<file path="src/rtl/rv_decode_pkg.sv">
// Shared decode constants and types: RV32I/RV64I opcodes, funct fields,
// the instruction format code and the per-entry control bundle.
package rv_decode_pkg;

  localparam logic [6:0] OPC_LUI    = 7'b0110111;
  localparam logic [6:0] OPC_AUIPC  = 7'b0010111;
  localparam logic [6:0] OPC_JAL    = 7'b1101111;
  localparam logic [6:0] OPC_JALR   = 7'b1100111;
  localparam logic [6:0] OPC_BRANCH = 7'b1100011;
  localparam logic [6:0] OPC_LOAD   = 7'b0000011;
  localparam logic [6:0] OPC_STORE  = 7'b0100011;
  localparam logic [6:0] OPC_OPIMM  = 7'b0010011;
  localparam logic [6:0] OPC_OP     = 7'b0110011;
  localparam logic [6:0] OPC_FENCE  = 7'b0001111;
  localparam logic [6:0] OPC_SYSTEM = 7'b1110011;

  localparam logic [2:0] F3_JALR    = 3'b000;
  localparam logic [2:0] F3_BR_RSV0 = 3'b010;
  localparam logic [2:0] F3_BR_RSV1 = 3'b011;
  localparam logic [2:0] F3_LB      = 3'b000;
  localparam logic [2:0] F3_LH      = 3'b001;
  localparam logic [2:0] F3_LW      = 3'b010;
  localparam logic [2:0] F3_LD      = 3'b011;
  localparam logic [2:0] F3_LBU     = 3'b100;
  localparam logic [2:0] F3_LHU     = 3'b101;
  localparam logic [2:0] F3_LWU     = 3'b110;
  localparam logic [2:0] F3_SB      = 3'b000;
  localparam logic [2:0] F3_SH      = 3'b001;
  localparam logic [2:0] F3_SW      = 3'b010;
  localparam logic [2:0] F3_SD      = 3'b011;
  localparam logic [2:0] F3_ADD_SUB = 3'b000;
  localparam logic [2:0] F3_SLL     = 3'b001;
  localparam logic [2:0] F3_SRL_SRA = 3'b101;

  localparam logic [6:0] F7_BASE = 7'b0000000;
  localparam logic [6:0] F7_ALT  = 7'b0100000;
  localparam logic [5:0] F6_BASE = 6'b000000;
  localparam logic [5:0] F6_ALT  = 6'b010000;

  localparam logic [31:0] INSTR_ECALL  = 32'h0000_0073;
  localparam logic [31:0] INSTR_EBREAK = 32'h0010_0073;

  typedef enum logic [2:0] {
    FMT_R    = 3'd0,
    FMT_I    = 3'd1,
    FMT_S    = 3'd2,
    FMT_B    = 3'd3,
    FMT_U    = 3'd4,
    FMT_J    = 3'd5,
    FMT_NONE = 3'd7
  } fmt_e;

  typedef struct packed {
    fmt_e fmt;
    logic rd_we;
    logic rs1_en;
    logic rs2_en;
    logic illegal;
  } ctl_t;

endpackage

</file>
<file path="src/rtl/rv_decode_if.sv">
// Fetch-to-decode and decode-to-execute handshake bundle; master is the
// surrounding pipeline (offers instructions, consumes entries), slave is the decoder.
interface rv_decode_if
  import rv_decode_pkg::*;
#(
  parameter int XLEN = 32
);
  logic            in_valid;
  logic            in_ready;
  logic [31:0]     in_instr;
  logic [XLEN-1:0] in_pc;

  logic            out_valid;
  logic            out_ready;
  logic [XLEN-1:0] out_pc;
  logic [6:0]      out_opcode;
  fmt_e            out_fmt;
  logic [4:0]      out_rd;
  logic [4:0]      out_rs1;
  logic [4:0]      out_rs2;
  logic [2:0]      out_f3;
  logic [6:0]      out_f7;
  logic [XLEN-1:0] out_imm;
  logic            out_rd_we;
  logic            out_rs1_en;
  logic            out_rs2_en;
  logic            out_illegal;

  modport master (
    output in_valid, in_instr, in_pc, out_ready,
    input  in_ready, out_valid, out_pc, out_opcode, out_fmt, out_rd, out_rs1,
           out_rs2, out_f3, out_f7, out_imm, out_rd_we, out_rs1_en, out_rs2_en,
           out_illegal
  );

  modport slave (
    input  in_valid, in_instr, in_pc, out_ready,
    output in_ready, out_valid, out_pc, out_opcode, out_fmt, out_rd, out_rs1,
           out_rs2, out_f3, out_f7, out_imm, out_rd_we, out_rs1_en, out_rs2_en,
           out_illegal
  );
endinterface

</file>
<file path="src/rtl/rv_imm_gen.sv">
// Immediate generator: combinational, zero latency, no flow control.
// Formats without an immediate (R, NONE) yield zero.
module rv_imm_gen
  import rv_decode_pkg::*;
#(
  parameter int XLEN = 32
) (
  input  logic [31:7]     i_instr,
  input  fmt_e            i_fmt,
  output logic [XLEN-1:0] o_imm
);

  logic [11:0] w_imm_i;
  logic [11:0] w_imm_s;
  logic [12:0] w_imm_b;
  logic [31:0] w_imm_u;
  logic [20:0] w_imm_j;

  assign w_imm_i = i_instr[31:20];
  assign w_imm_s = {i_instr[31:25], i_instr[11:7]};
  assign w_imm_b = {i_instr[31], i_instr[7], i_instr[30:25], i_instr[11:8], 1'b0};
  assign w_imm_u = {i_instr[31:12], 12'b0};
  assign w_imm_j = {i_instr[31], i_instr[19:12], i_instr[20], i_instr[30:21], 1'b0};

  // Signed size casts replicate instr[31] up to XLEN.
  always_comb begin
    o_imm = '0;
    case (i_fmt)
      FMT_I:   o_imm = XLEN'($signed(w_imm_i));
      FMT_S:   o_imm = XLEN'($signed(w_imm_s));
      FMT_B:   o_imm = XLEN'($signed(w_imm_b));
      FMT_U:   o_imm = XLEN'($signed(w_imm_u));
      FMT_J:   o_imm = XLEN'($signed(w_imm_j));
      default: o_imm = '0;
    endcase
  end

endmodule

</file>
<file path="src/rtl/rv_decode_stage.sv">
// RV32I/RV64I decode stage: 1-cycle registered output, 1 instr/cycle throughput.
// Output entry holds while out_ready=0; in_ready = !out_valid | out_ready, gated by flush.
module rv_decode_stage
  import rv_decode_pkg::*;
#(
  parameter int XLEN  = 32,
  parameter int CNT_W = 16
) (
  input  logic             clk,
  input  logic             rst_n,
  input  logic             flush,
  rv_decode_if.slave       dec,
  output logic [CNT_W-1:0] illegal_cnt
);

  generate
    if (XLEN != 32 && XLEN != 64) begin : g_bad_xlen
      $error("rv_decode_stage: XLEN must be 32 or 64");
    end
  endgenerate

  localparam bit IS_RV64 = (XLEN == 64);

  logic [31:0]     w_instr;
  logic [6:0]      w_opc;
  logic [2:0]      w_f3;
  logic [6:0]      w_f7;
  logic [5:0]      w_f6;
  logic            w_legal;
  fmt_e            w_fmt;
  logic            w_rd_we;
  logic            w_rs1_en;
  logic            w_rs2_en;
  ctl_t            w_ctl;
  logic [XLEN-1:0] w_imm;
  logic            w_in_rdy;
  logic            w_acc;

  logic             r_vld;
  logic [31:0]      r_instr;
  logic [XLEN-1:0]  r_pc;
  logic [XLEN-1:0]  r_imm;
  ctl_t             r_ctl;
  logic [CNT_W-1:0] r_cnt;

  assign w_instr = dec.in_instr;
  assign w_opc   = w_instr[6:0];
  assign w_f3    = w_instr[14:12];
  assign w_f7    = w_instr[31:25];
  assign w_f6    = w_instr[31:26];

  // Format, register usage and legality before the illegal override.
  always_comb begin
    w_legal  = 1'b0;
    w_fmt    = FMT_NONE;
    w_rd_we  = 1'b0;
    w_rs1_en = 1'b0;
    w_rs2_en = 1'b0;
    if (w_instr[1:0] == 2'b11) begin
      case (w_opc)
        OPC_LUI, OPC_AUIPC: begin
          w_fmt   = FMT_U;
          w_rd_we = 1'b1;
          w_legal = 1'b1;
        end
        OPC_JAL: begin
          w_fmt   = FMT_J;
          w_rd_we = 1'b1;
          w_legal = 1'b1;
        end
        OPC_JALR: begin
          w_fmt    = FMT_I;
          w_rs1_en = 1'b1;
          w_rd_we  = 1'b1;
          w_legal  = (w_f3 == F3_JALR);
        end
        OPC_BRANCH: begin
          w_fmt    = FMT_B;
          w_rs1_en = 1'b1;
          w_rs2_en = 1'b1;
          w_legal  = (w_f3 != F3_BR_RSV0) && (w_f3 != F3_BR_RSV1);
        end
        OPC_LOAD: begin
          w_fmt    = FMT_I;
          w_rs1_en = 1'b1;
          w_rd_we  = 1'b1;
          case (w_f3)
            F3_LB, F3_LH, F3_LW, F3_LBU, F3_LHU: w_legal = 1'b1;
            F3_LD, F3_LWU:                       w_legal = IS_RV64;
            default:                             w_legal = 1'b0;
          endcase
        end
        OPC_STORE: begin
          w_fmt    = FMT_S;
          w_rs1_en = 1'b1;
          w_rs2_en = 1'b1;
          case (w_f3)
            F3_SB, F3_SH, F3_SW: w_legal = 1'b1;
            F3_SD:               w_legal = IS_RV64;
            default:             w_legal = 1'b0;
          endcase
        end
        OPC_OPIMM: begin
          w_fmt    = FMT_I;
          w_rs1_en = 1'b1;
          w_rd_we  = 1'b1;
          // RV64 shamt is 6 bits wide, so instr[25] belongs to the shift amount.
          case (w_f3)
            F3_SLL:     w_legal = IS_RV64 ? (w_f6 == F6_BASE) : (w_f7 == F7_BASE);
            F3_SRL_SRA: w_legal = IS_RV64 ? ((w_f6 == F6_BASE) || (w_f6 == F6_ALT))
                                          : ((w_f7 == F7_BASE) || (w_f7 == F7_ALT));
            default:    w_legal = 1'b1;
          endcase
        end
        OPC_OP: begin
          w_fmt    = FMT_R;
          w_rs1_en = 1'b1;
          w_rs2_en = 1'b1;
          w_rd_we  = 1'b1;
          w_legal  = (w_f7 == F7_BASE) ||
                     ((w_f7 == F7_ALT) && ((w_f3 == F3_ADD_SUB) || (w_f3 == F3_SRL_SRA)));
        end
        OPC_FENCE: begin
          w_fmt   = FMT_I;
          w_legal = 1'b1;
        end
        OPC_SYSTEM: begin
          w_fmt   = FMT_I;
          w_legal = (w_instr == INSTR_ECALL) || (w_instr == INSTR_EBREAK);
        end
        default: w_legal = 1'b0;
      endcase
    end
  end

  always_comb begin
    w_ctl         = '0;
    w_ctl.fmt     = w_legal ? w_fmt : FMT_NONE;
    w_ctl.rd_we   = w_legal & w_rd_we & (w_instr[11:7] != 5'd0);
    w_ctl.rs1_en  = w_legal & w_rs1_en;
    w_ctl.rs2_en  = w_legal & w_rs2_en;
    w_ctl.illegal = ~w_legal;
  end

  rv_imm_gen #(
    .XLEN (XLEN)
  ) u_imm_gen (
    .i_instr (w_instr[31:7]),
    .i_fmt   (w_ctl.fmt),
    .o_imm   (w_imm)
  );

  assign w_in_rdy = (~r_vld | dec.out_ready) & ~flush;
  assign w_acc    = dec.in_valid & w_in_rdy;

  always_ff @(posedge clk or negedge rst_n) begin
    if (!rst_n) begin
      r_vld   <= 1'b0;
      r_instr <= '0;
      r_pc    <= '0;
      r_imm   <= '0;
      r_ctl   <= '0;
      r_cnt   <= '0;
    end else if (flush) begin
      r_vld <= 1'b0;
    end else if (w_acc) begin
      r_vld   <= 1'b1;
      r_instr <= w_instr;
      r_pc    <= dec.in_pc;
      r_imm   <= w_imm;
      r_ctl   <= w_ctl;
      if (w_ctl.illegal && (r_cnt != {CNT_W{1'b1}})) begin
        r_cnt <= r_cnt + CNT_W'(1);
      end
    end else if (dec.out_ready) begin
      r_vld <= 1'b0;
    end
  end

  assign dec.in_ready    = w_in_rdy;
  assign dec.out_valid   = r_vld;
  assign dec.out_pc      = r_pc;
  assign dec.out_opcode  = r_instr[6:0];
  assign dec.out_fmt     = r_ctl.fmt;
  assign dec.out_rd      = r_instr[11:7];
  assign dec.out_rs1     = r_instr[19:15];
  assign dec.out_rs2     = r_instr[24:20];
  assign dec.out_f3      = r_instr[14:12];
  assign dec.out_f7      = r_instr[31:25];
  assign dec.out_imm     = r_imm;
  assign dec.out_rd_we   = r_ctl.rd_we;
  assign dec.out_rs1_en  = r_ctl.rs1_en;
  assign dec.out_rs2_en  = r_ctl.rs2_en;
  assign dec.out_illegal = r_ctl.illegal;
  assign illegal_cnt     = r_cnt;

endmodule

</file>
<file path="src/flat_wrapper.sv">
// flat-port wrapper written by rule: the top's interface ports become plain ports
module rv_decode_stage_flat import rv_decode_pkg::*;
#(
  parameter int XLEN  = 32,
  parameter int CNT_W = 16
)
  (clk, rst_n, flush, illegal_cnt, dec_in_valid, dec_in_instr, dec_in_pc, dec_out_ready, dec_in_ready, dec_out_valid, dec_out_pc, dec_out_opcode, dec_out_fmt, dec_out_rd, dec_out_rs1, dec_out_rs2, dec_out_f3, dec_out_f7, dec_out_imm, dec_out_rd_we, dec_out_rs1_en, dec_out_rs2_en, dec_out_illegal);
  rv_decode_if #(.XLEN(XLEN)) dec_i ();
  input  logic clk;
  input  logic rst_n;
  input  logic flush;
  output logic [CNT_W-1:0] illegal_cnt;
  input wire logic [$bits(dec_i.in_valid)-1:0] dec_in_valid;
  input wire logic [$bits(dec_i.in_instr)-1:0] dec_in_instr;
  input wire logic [$bits(dec_i.in_pc)-1:0] dec_in_pc;
  input wire logic [$bits(dec_i.out_ready)-1:0] dec_out_ready;
  output wire logic [$bits(dec_i.in_ready)-1:0] dec_in_ready;
  output wire logic [$bits(dec_i.out_valid)-1:0] dec_out_valid;
  output wire logic [$bits(dec_i.out_pc)-1:0] dec_out_pc;
  output wire logic [$bits(dec_i.out_opcode)-1:0] dec_out_opcode;
  output wire logic [$bits(dec_i.out_fmt)-1:0] dec_out_fmt;
  output wire logic [$bits(dec_i.out_rd)-1:0] dec_out_rd;
  output wire logic [$bits(dec_i.out_rs1)-1:0] dec_out_rs1;
  output wire logic [$bits(dec_i.out_rs2)-1:0] dec_out_rs2;
  output wire logic [$bits(dec_i.out_f3)-1:0] dec_out_f3;
  output wire logic [$bits(dec_i.out_f7)-1:0] dec_out_f7;
  output wire logic [$bits(dec_i.out_imm)-1:0] dec_out_imm;
  output wire logic [$bits(dec_i.out_rd_we)-1:0] dec_out_rd_we;
  output wire logic [$bits(dec_i.out_rs1_en)-1:0] dec_out_rs1_en;
  output wire logic [$bits(dec_i.out_rs2_en)-1:0] dec_out_rs2_en;
  output wire logic [$bits(dec_i.out_illegal)-1:0] dec_out_illegal;
  assign dec_i.in_valid = dec_in_valid;
  assign dec_i.in_instr = dec_in_instr;
  assign dec_i.in_pc = dec_in_pc;
  assign dec_i.out_ready = dec_out_ready;
  assign dec_in_ready = dec_i.in_ready;
  assign dec_out_valid = dec_i.out_valid;
  assign dec_out_pc = dec_i.out_pc;
  assign dec_out_opcode = dec_i.out_opcode;
  assign dec_out_fmt = dec_i.out_fmt;
  assign dec_out_rd = dec_i.out_rd;
  assign dec_out_rs1 = dec_i.out_rs1;
  assign dec_out_rs2 = dec_i.out_rs2;
  assign dec_out_f3 = dec_i.out_f3;
  assign dec_out_f7 = dec_i.out_f7;
  assign dec_out_imm = dec_i.out_imm;
  assign dec_out_rd_we = dec_i.out_rd_we;
  assign dec_out_rs1_en = dec_i.out_rs1_en;
  assign dec_out_rs2_en = dec_i.out_rs2_en;
  assign dec_out_illegal = dec_i.out_illegal;
  rv_decode_stage #(.XLEN(XLEN), .CNT_W(CNT_W)) u_core (.clk(clk), .rst_n(rst_n), .flush(flush), .dec(dec_i), .illegal_cnt(illegal_cnt));
endmodule
</file>
<file path="config.mk">
export PLATFORM = sky130hd
export DESIGN_NAME = rv_decode_stage_flat
export DESIGN_NICKNAME = d
export VERILOG_FILES = /design/src/rtl/rv_decode_pkg.sv /design/src/rtl/rv_decode_if.sv /design/src/rtl/rv_imm_gen.sv /design/src/rtl/rv_decode_stage.sv /design/src/flat_wrapper.sv
export SDC_FILE = /design/constraint.sdc
export NUM_CORES = 1
export LEC_CHECK = 0
export CORE_MARGIN = 2
export CORE_UTILIZATION = 45
export DETAILED_ROUTE_END_ITERATION = 10
export GPL_TIMING_DRIVEN = 1
export PLACE_DENSITY = 0.81
export SYNTH_ARGS = -nofsm -noshare
export SYNTH_HDL_FRONTEND = slang
export SYNTH_SLANG_ARGS = --single-unit
</file>
<file path="constraint.sdc">
create_clock -name clk -period 2.4 [get_ports clk]
set_clock_uncertainty 0.15 [all_clocks]
set_input_delay 0.24 -clock clk [delete_from_list [all_inputs] [get_ports clk]]
set_output_delay 0.24 -clock clk [all_outputs]
set_load 0.02 [all_outputs]
</file>
=== Yosys cells after proc, flatten, opt, wreduce, memory -nomap -nowiden ===
Cells that the tools add are included.

* Register bits after elaboration: 120
* Bits in latches: 0
* RAM bits: 0
* Memory bits (read-only): 0
* Input bits: 69
* Output and inout port bits: 121
* Logic and storage cells: 87
* Memories kept: 0

* Add/subtract/negate cells: 1
* Multiply operators: 0
* Divide/modulo/power cells: 0
* Order comparisons: 0
* Equal/unequal tests: 27
* Shift-type cells: 0
* Mux-type cells: 18
* Bitwise operators: 10
* Reduce and logical (&&, ||, !) cells: 21

{| class="wikitable"
|+ Operator list
! operator !! number
|-
| case mux 32 bit (5 select lines) || 1
|-
| == test 32 x 21 -> 1 bit (second input constant) || 1
|-
| == test 32 x 7 -> 1 bit (second input constant) || 1
|-
| == test 7 x 6 -> 1 bit (second input constant) || 4
|-
| == test 7 bit (second input constant) || 4
|-
| case mux 3 bit (6 select lines) || 1
|-
| adder 16 x 1 -> 16 bit (second input constant) || 1
|-
| inequality test 16 bit (second input constant) || 1
|-
| == test 7 x 5 -> 1 bit (second input constant) || 2
|-
| == test 3 bit (second input constant) || 4
|-
| two-way mux 1 bit || 12
|-
| OR reduction 5 bit || 2
|-
| == test 3 x 2 -> 1 bit (second input constant) || 3
|-
| case mux 1 bit (8 select lines) || 1
|-
| == test 7 x 2 -> 1 bit (second input constant) || 1
|-
| == test 7 x 4 -> 1 bit (second input constant) || 1
|-
| zero test 7 bit || 1
|-
| OR reduction 7 bit || 1
|-
| bitwise AND 1 bit || 6
|-
| == test 3 x 1 -> 1 bit (second input constant) || 2
|-
| two-way mux 3 bit || 2
|-
| inequality test 3 x 2 -> 1 bit (second input constant) || 2
|-
| OR reduction 3 bit || 2
|-
| OR reduction 6 bit || 1
|-
| other kinds (13) || 20
|}

=== Logic depth before layout (Yosys ltp) ===
* Depth after elaboration: 9
* Gate-level depth with buffers: 8
* Mapped depth without buffers: 7

=== By module ===
From an unflattened synthesis, not the netlist that was laid out.

* Cell total of the unflattened synthesis: 638
* Area total of the unflattened synthesis: 5,426.5 µm²

{| class="wikitable"
|+ Modules (own cells, without submodules)
! module !! instances !! cells an instance !! area each (µm²) !! seq. area each (µm²)
|-
| rv_decode_stage || 1 || 572 || 5,036.1 || 3,002.9
|-
| rv_imm_gen || 1 || 66 || 390.4 || 0.0
|}

=== Least setup slack after synthesis ===
No wires, ideal clock.

* Path type: input-to-reg
* From: input port dec_in_instr[2]
* To: register u_core.r_cnt[1], in the netlist u_core.illegal_cnt[1]
* Setup time: 0.125 ns
* Arrival time: 2.043 ns
* Data required time: 2.125 ns
* Path slack: 0.082 ns
* Stages on the path: 7
* Buffers on the path: 1
* Cell sequence: buf_6 > o41a_1 > or4_1 > o32a_1 > o211a_1 > nand3_1 > mux2_2

* Cells in the longest elaborated chain, start to end: 7
* Elaborated cells on any way between the ends: 20
* Those cells by class: 13 x eq/ne; 2 x mux; 1 x bitwise; 4 x reduce/logical

{| class="wikitable"
|+ Ends and longest elaborated chain
! item !! RTL line !! RTL
|-
| start: declaration || flat_wrapper.sv:14 || <nowiki>input wire logic [$bits(dec_i.in_instr)-1:0] dec_in_instr;</nowiki>
|-
| == test 32 x 7 -> 1 bit (tied with other cells) || rv_decode_stage.sv:129 || <nowiki>w_legal = (w_instr == INSTR_ECALL) || (w_instr == INSTR_EBREAK);</nowiki>
|-
| logical OR 1 bit or OR reduction 4 bit (tied branches) || -- ||
|-
| case mux 1 bit (8 select lines) * || rv_decode_stage.sv:60 || <nowiki>case (w_opc)</nowiki>
|-
| two-way mux 1 bit * || rv_decode_stage.sv:59 || <nowiki>if (w_instr[1:0] == 2'b11) begin</nowiki>
|-
| NOT 1 bit * || rv_decode_stage.sv:142 || <nowiki>w_ctl.illegal = ~w_legal;</nowiki>
|-
| logical AND 1 bit * || rv_decode_stage.sv:172 || <nowiki>if (w_ctl.illegal && (r_cnt != {CNT_W{1'b1}})) begin</nowiki>
|-
| AND reduction 3 bit (no source line) * || -- ||
|-
| end signal: assignment || rv_decode_stage.sv:173 || <nowiki>r_cnt <= r_cnt + CNT_W'(1);</nowiki>
|-
| end: declaration || rv_decode_stage.sv:44 || <nowiki>logic [CNT_W-1:0] r_cnt;</nowiki>
|}

Mark *: on every way between the ends. The rest lies on a longest branch, timed or not.
A chain may end at the register's enable or synchronous reset.

=== Final worst setup path ===
* From: input port dec_in_instr[25]
* To: register u_core.r_cnt[1], in the netlist u_core.illegal_cnt[1]

* Cells in the longest elaborated chain, start to end: 8
* Elaborated cells on any way between the ends: 14
* Those cells by class: 3 x eq/ne; 3 x mux; 1 x bitwise; 7 x reduce/logical

{| class="wikitable"
|+ Ends and longest elaborated chain
! item !! RTL line
|-
| == test 7 x 6 -> 1 bit or zero test 7 bit (tied branches) || --
|-
| logical OR 1 bit or logical AND 1 bit (tied branches) || rv_decode_stage.sv:111, rv_decode_stage.sv:121
|-
| case mux 1 bit (2 select lines) or logical OR 1 bit (tied branches) || rv_decode_stage.sv:108, rv_decode_stage.sv:120
|-
| case mux 1 bit (8 select lines) * || rv_decode_stage.sv:60
|-
| two-way mux 1 bit * || rv_decode_stage.sv:59
|-
| NOT 1 bit * || rv_decode_stage.sv:142
|-
| logical AND 1 bit * || rv_decode_stage.sv:172
|-
| AND reduction 3 bit (no source line) * || --
|}

Marks and branches as above.

==> results.py <==
metrics = {
    "worst_hold_path": {
        "hold_path.class": "primary input to flip-flop",
        "min_path_cells": 3,
    },
    "routing": {
        "firstDrtPassIters": 9,
        "drtIter0Drc": 321,
        "totalWireLength_um": 16720,
        "antenna_left": 0,
        "vias_per_cell": 5.226,
        "wire_per_inst_um": 16.98,
        "vias": 5148,
        "drc_errors": 10,
    },
    "floorplanning": {
        "coreArea_mm2": 0.01152,
        "die_area_mm2": 0.01274,
        "rows": 39,
        "die_w_um": 112.9,
        "floorplan.initialDensity_pct": 46.33,
        "die_y_um": 112.9,
        "io_pins": 190,
    },
    "global_route": {
        "grt_max_degree": 62,
        "grt_first_pass_wirelength_um": 27190,
        "grt_pass1_vias": 5355,
        "overflow": 0,
        "antenna_found_initial": 0,
        "track_usage_pct": 27.13,
    },
    "timing": {
        "period_share_pct": 96.95,
        "timing.fmax_mhz": 429.8,
        "setup_viol": 0,
        "tightest_slew_ns": 0.6169,
        "rsz0062_at_grt": "no",
        "relSlewSlack_pct": 58.87,
        "fin_ws_ns": 0.07327,
        "layout_min_cycle_time_ns": 2.327,
        "maxSlewViolCount": 0,
        "hold_viol": 0,
    },
    "logic_synthesis": {
        "async_flop_share_pct": 100.0,
        "synth_edf_count": 0,
        "synthesis.nets": 653,
        "ys.flop_type": "dfrtp_1",
        "ys_seq_elements": 120,
        "synth_cell_types": 57,
        "synth_area_mm2": 0.005335,
        "ys_seq_area_share_pct": 56.29,
        "synth-warning-count": 0,
        "syn_avg_cell_area_um2": 9.151,
        "syn_inst": 583,
    },
    "critical_path": {
        "cp_max_fo": 2,
        "rrSetupSlack_ns": 0.17,
        "reg2reg_depth": 6,
        "r2r_start": "u_core.illegal_cnt[0]",
        "r2r_end": "u_core.illegal_cnt[1]",
        "cp-end-kind": "flip-flop",
        "required_ns": 2.55,
        "cp_data_arrival_time_ns": 2.47,
        "crit_type": "primary input to flip-flop",
        "crit_start": "dec_in_instr[25]",
        "crit_end": "u_core.illegal_cnt[1]",
        "crit_path_start_kind": "primary input",
    },
    "run": {
        "drv_cap": 0,
    },
    "finish": {
        "fin_util_pct": 72.75,
        "layout.nets": 902,
        "syn_to_final_growth_pct": 57.04,
        "drive_gt1_share_pct": 14.25,
        "stdcell_area_mm2": 0.008378,
        "nFillCells": 862,
        "diodes": 0,
    },
    "placement": {
        "gp_congestion": 0.9565,
        "placed_area_mm2": 0.007846,
        "dp_slack_ns": -0.4215,
        "numPortBuffers": 189,
        "place_hpwl_um": 12260,
    },
    "status": {
        "violations": "DRC",
        "status": "finished, violations left",
    },
    "clocking": {
        "clk_latency_ns": 0.41,
        "cts_buffer_depth": 2,
        "cts_buffers": 17,
        "cts_root_buffer": "clkbuf_16",
        "cts_tree": "done",
        "cts_sinks": 120,
        "htree_levels": 4,
        "clkTransAtPathRegs_ns": 0.05,
    },
    "pwr": {
        "ir_drop_mv": 0.5256,
        "powerDensity_mw_per_mm2": 725.3,
        "leakage_nw": 3.931,
    },
}
-- routing by layer --
layer / share of wire, % / GRT usage, %
met3: 7.3 / 7.981
met2: 48 / 43.25
met5: 0 / 0
met4: 2.8 / 10.73
met1: 42 / 35.16
-- critical path, cell delays in order --
cell and delay, ns:
clkdlybuf4s50_1 0.45, nor4_2 0.43, buf_4 0.19, a311oi_1 0.09, o32a_1 0.40, o211a_1 0.17
nand3_1 0.14, mux2_2 0.35
-- worst min-delay path by stage --
stage / from / end / slack (ns)
2_1_floorplan: rst_n / u_core.dec.out_fmt[0] / -0.21
3_3_place_gp: rst_n / u_core.dec.out_pc[26] / 0.12
3_5_place_dp: rst_n / u_core.dec.out_pc[26] / 0.14
4_1_cts: dec_in_pc[4] / u_core.dec.out_pc[4] / 0.19
5_1_grt: dec_in_pc[26] / u_core.dec.out_pc[26] / 0.21
6_report: dec_in_pc[26] / u_core.dec.out_pc[26] / 0.21
-- area by class of cell --
type                    instances  area, um^2  area share, %
clock buffers                  25       495.5          5.914
clock inverters                 4       20.02         0.2389
inverters                       5       18.77         0.2240
multi-input cells             424        2182          26.05
flip-flops and latches        120        3003          35.84
well taps                     143       178.9          2.136
repair buffers                264        2480          29.60
-- cell usage after synthesis, drive strengths merged (6+ instances only) --
cell	count	area share, %
and3	8	0.94
dfrtp	120	56
a22oi	14	2.0
buf	6	0.87
a21oi	18	1.7
nand2	227	16
nor2b	6	0.70
nand3	10	0.94
clkbuf	28	2.0
nor2	22	1.5
o21ai	35	4.0
nand4	13	1.6
xnor2	13	2.1
-- logic make-up after synthesis --
kind of cell / synth area share (%)
AND/OR/NAND/NOR: 25.54
flip-flops: 56.29
AO/OA/AOI/OAI: 11.91
buffers and inverters: 3.189
XOR/XNOR: 2.627
multiplexers: 0.2111
adder cells (fa/ha/maj): 0.2345
-- registers in the layout, indices dropped and copies added, names as in the netlist --
register                cells
u_core.dec.out_rs1_en       1
u_core.dec.out_rd_we        1
u_core.dec.out_fmt          3
u_core.dec.out_valid        1
u_core.dec.out_pc          32
u_core.illegal_cnt         16
u_core.dec.out_imm         32
u_core.dec.out_rs2_en       1
u_core.dec.out_illegal      1
u_core.r_instr             32
-- cell usage in the layout, fill, tap and decap left out, drive strengths merged, types with 10 or more instances in the layout --
master	synthesis	routed
nand2	227	227
clkdlybuf4s50	0	188
dfrtp	120	120
buf	6	75
o21ai	35	35
clkbuf	28	25
nor2	22	22
a21oi	18	18
a22oi	14	14
xnor2	13	13
nand4	13	13
nand3	10	10
-- where the power goes --
part	switching [mW]	internal [mW]
combinational	0.750	0.694
sequential	0.156	2.25
clock	0.827	1.40
-- stage by stage --
| step | cells | TNS (ns) | hold slack [ns] | power, mW |
|---|---|---|---|---|
| floorplan | 583 | 0 | -0.2056 | 3.037 |
| global placement | 955 | -12.56 | 0.1210 | 3.830 |
| detailed placement | 955 | -15.71 | 0.1357 | 3.868 |
| CTS | 985 | 0 | 0.1928 | 6.120 |
| global route | 985 | 0 | 0.2096 | 6.337 |
| finish | 985 | 0 | 0.2051 | 6.077 |
-- timing repair --
item	CTS	global route
setup endpoints to repair	0	9
hold endpoints to repair	42	0
setup buffers	0	0
resized for setup	0	1
hold buffers	1	0
Note: power is estimated with default switching activity, not from simulation.
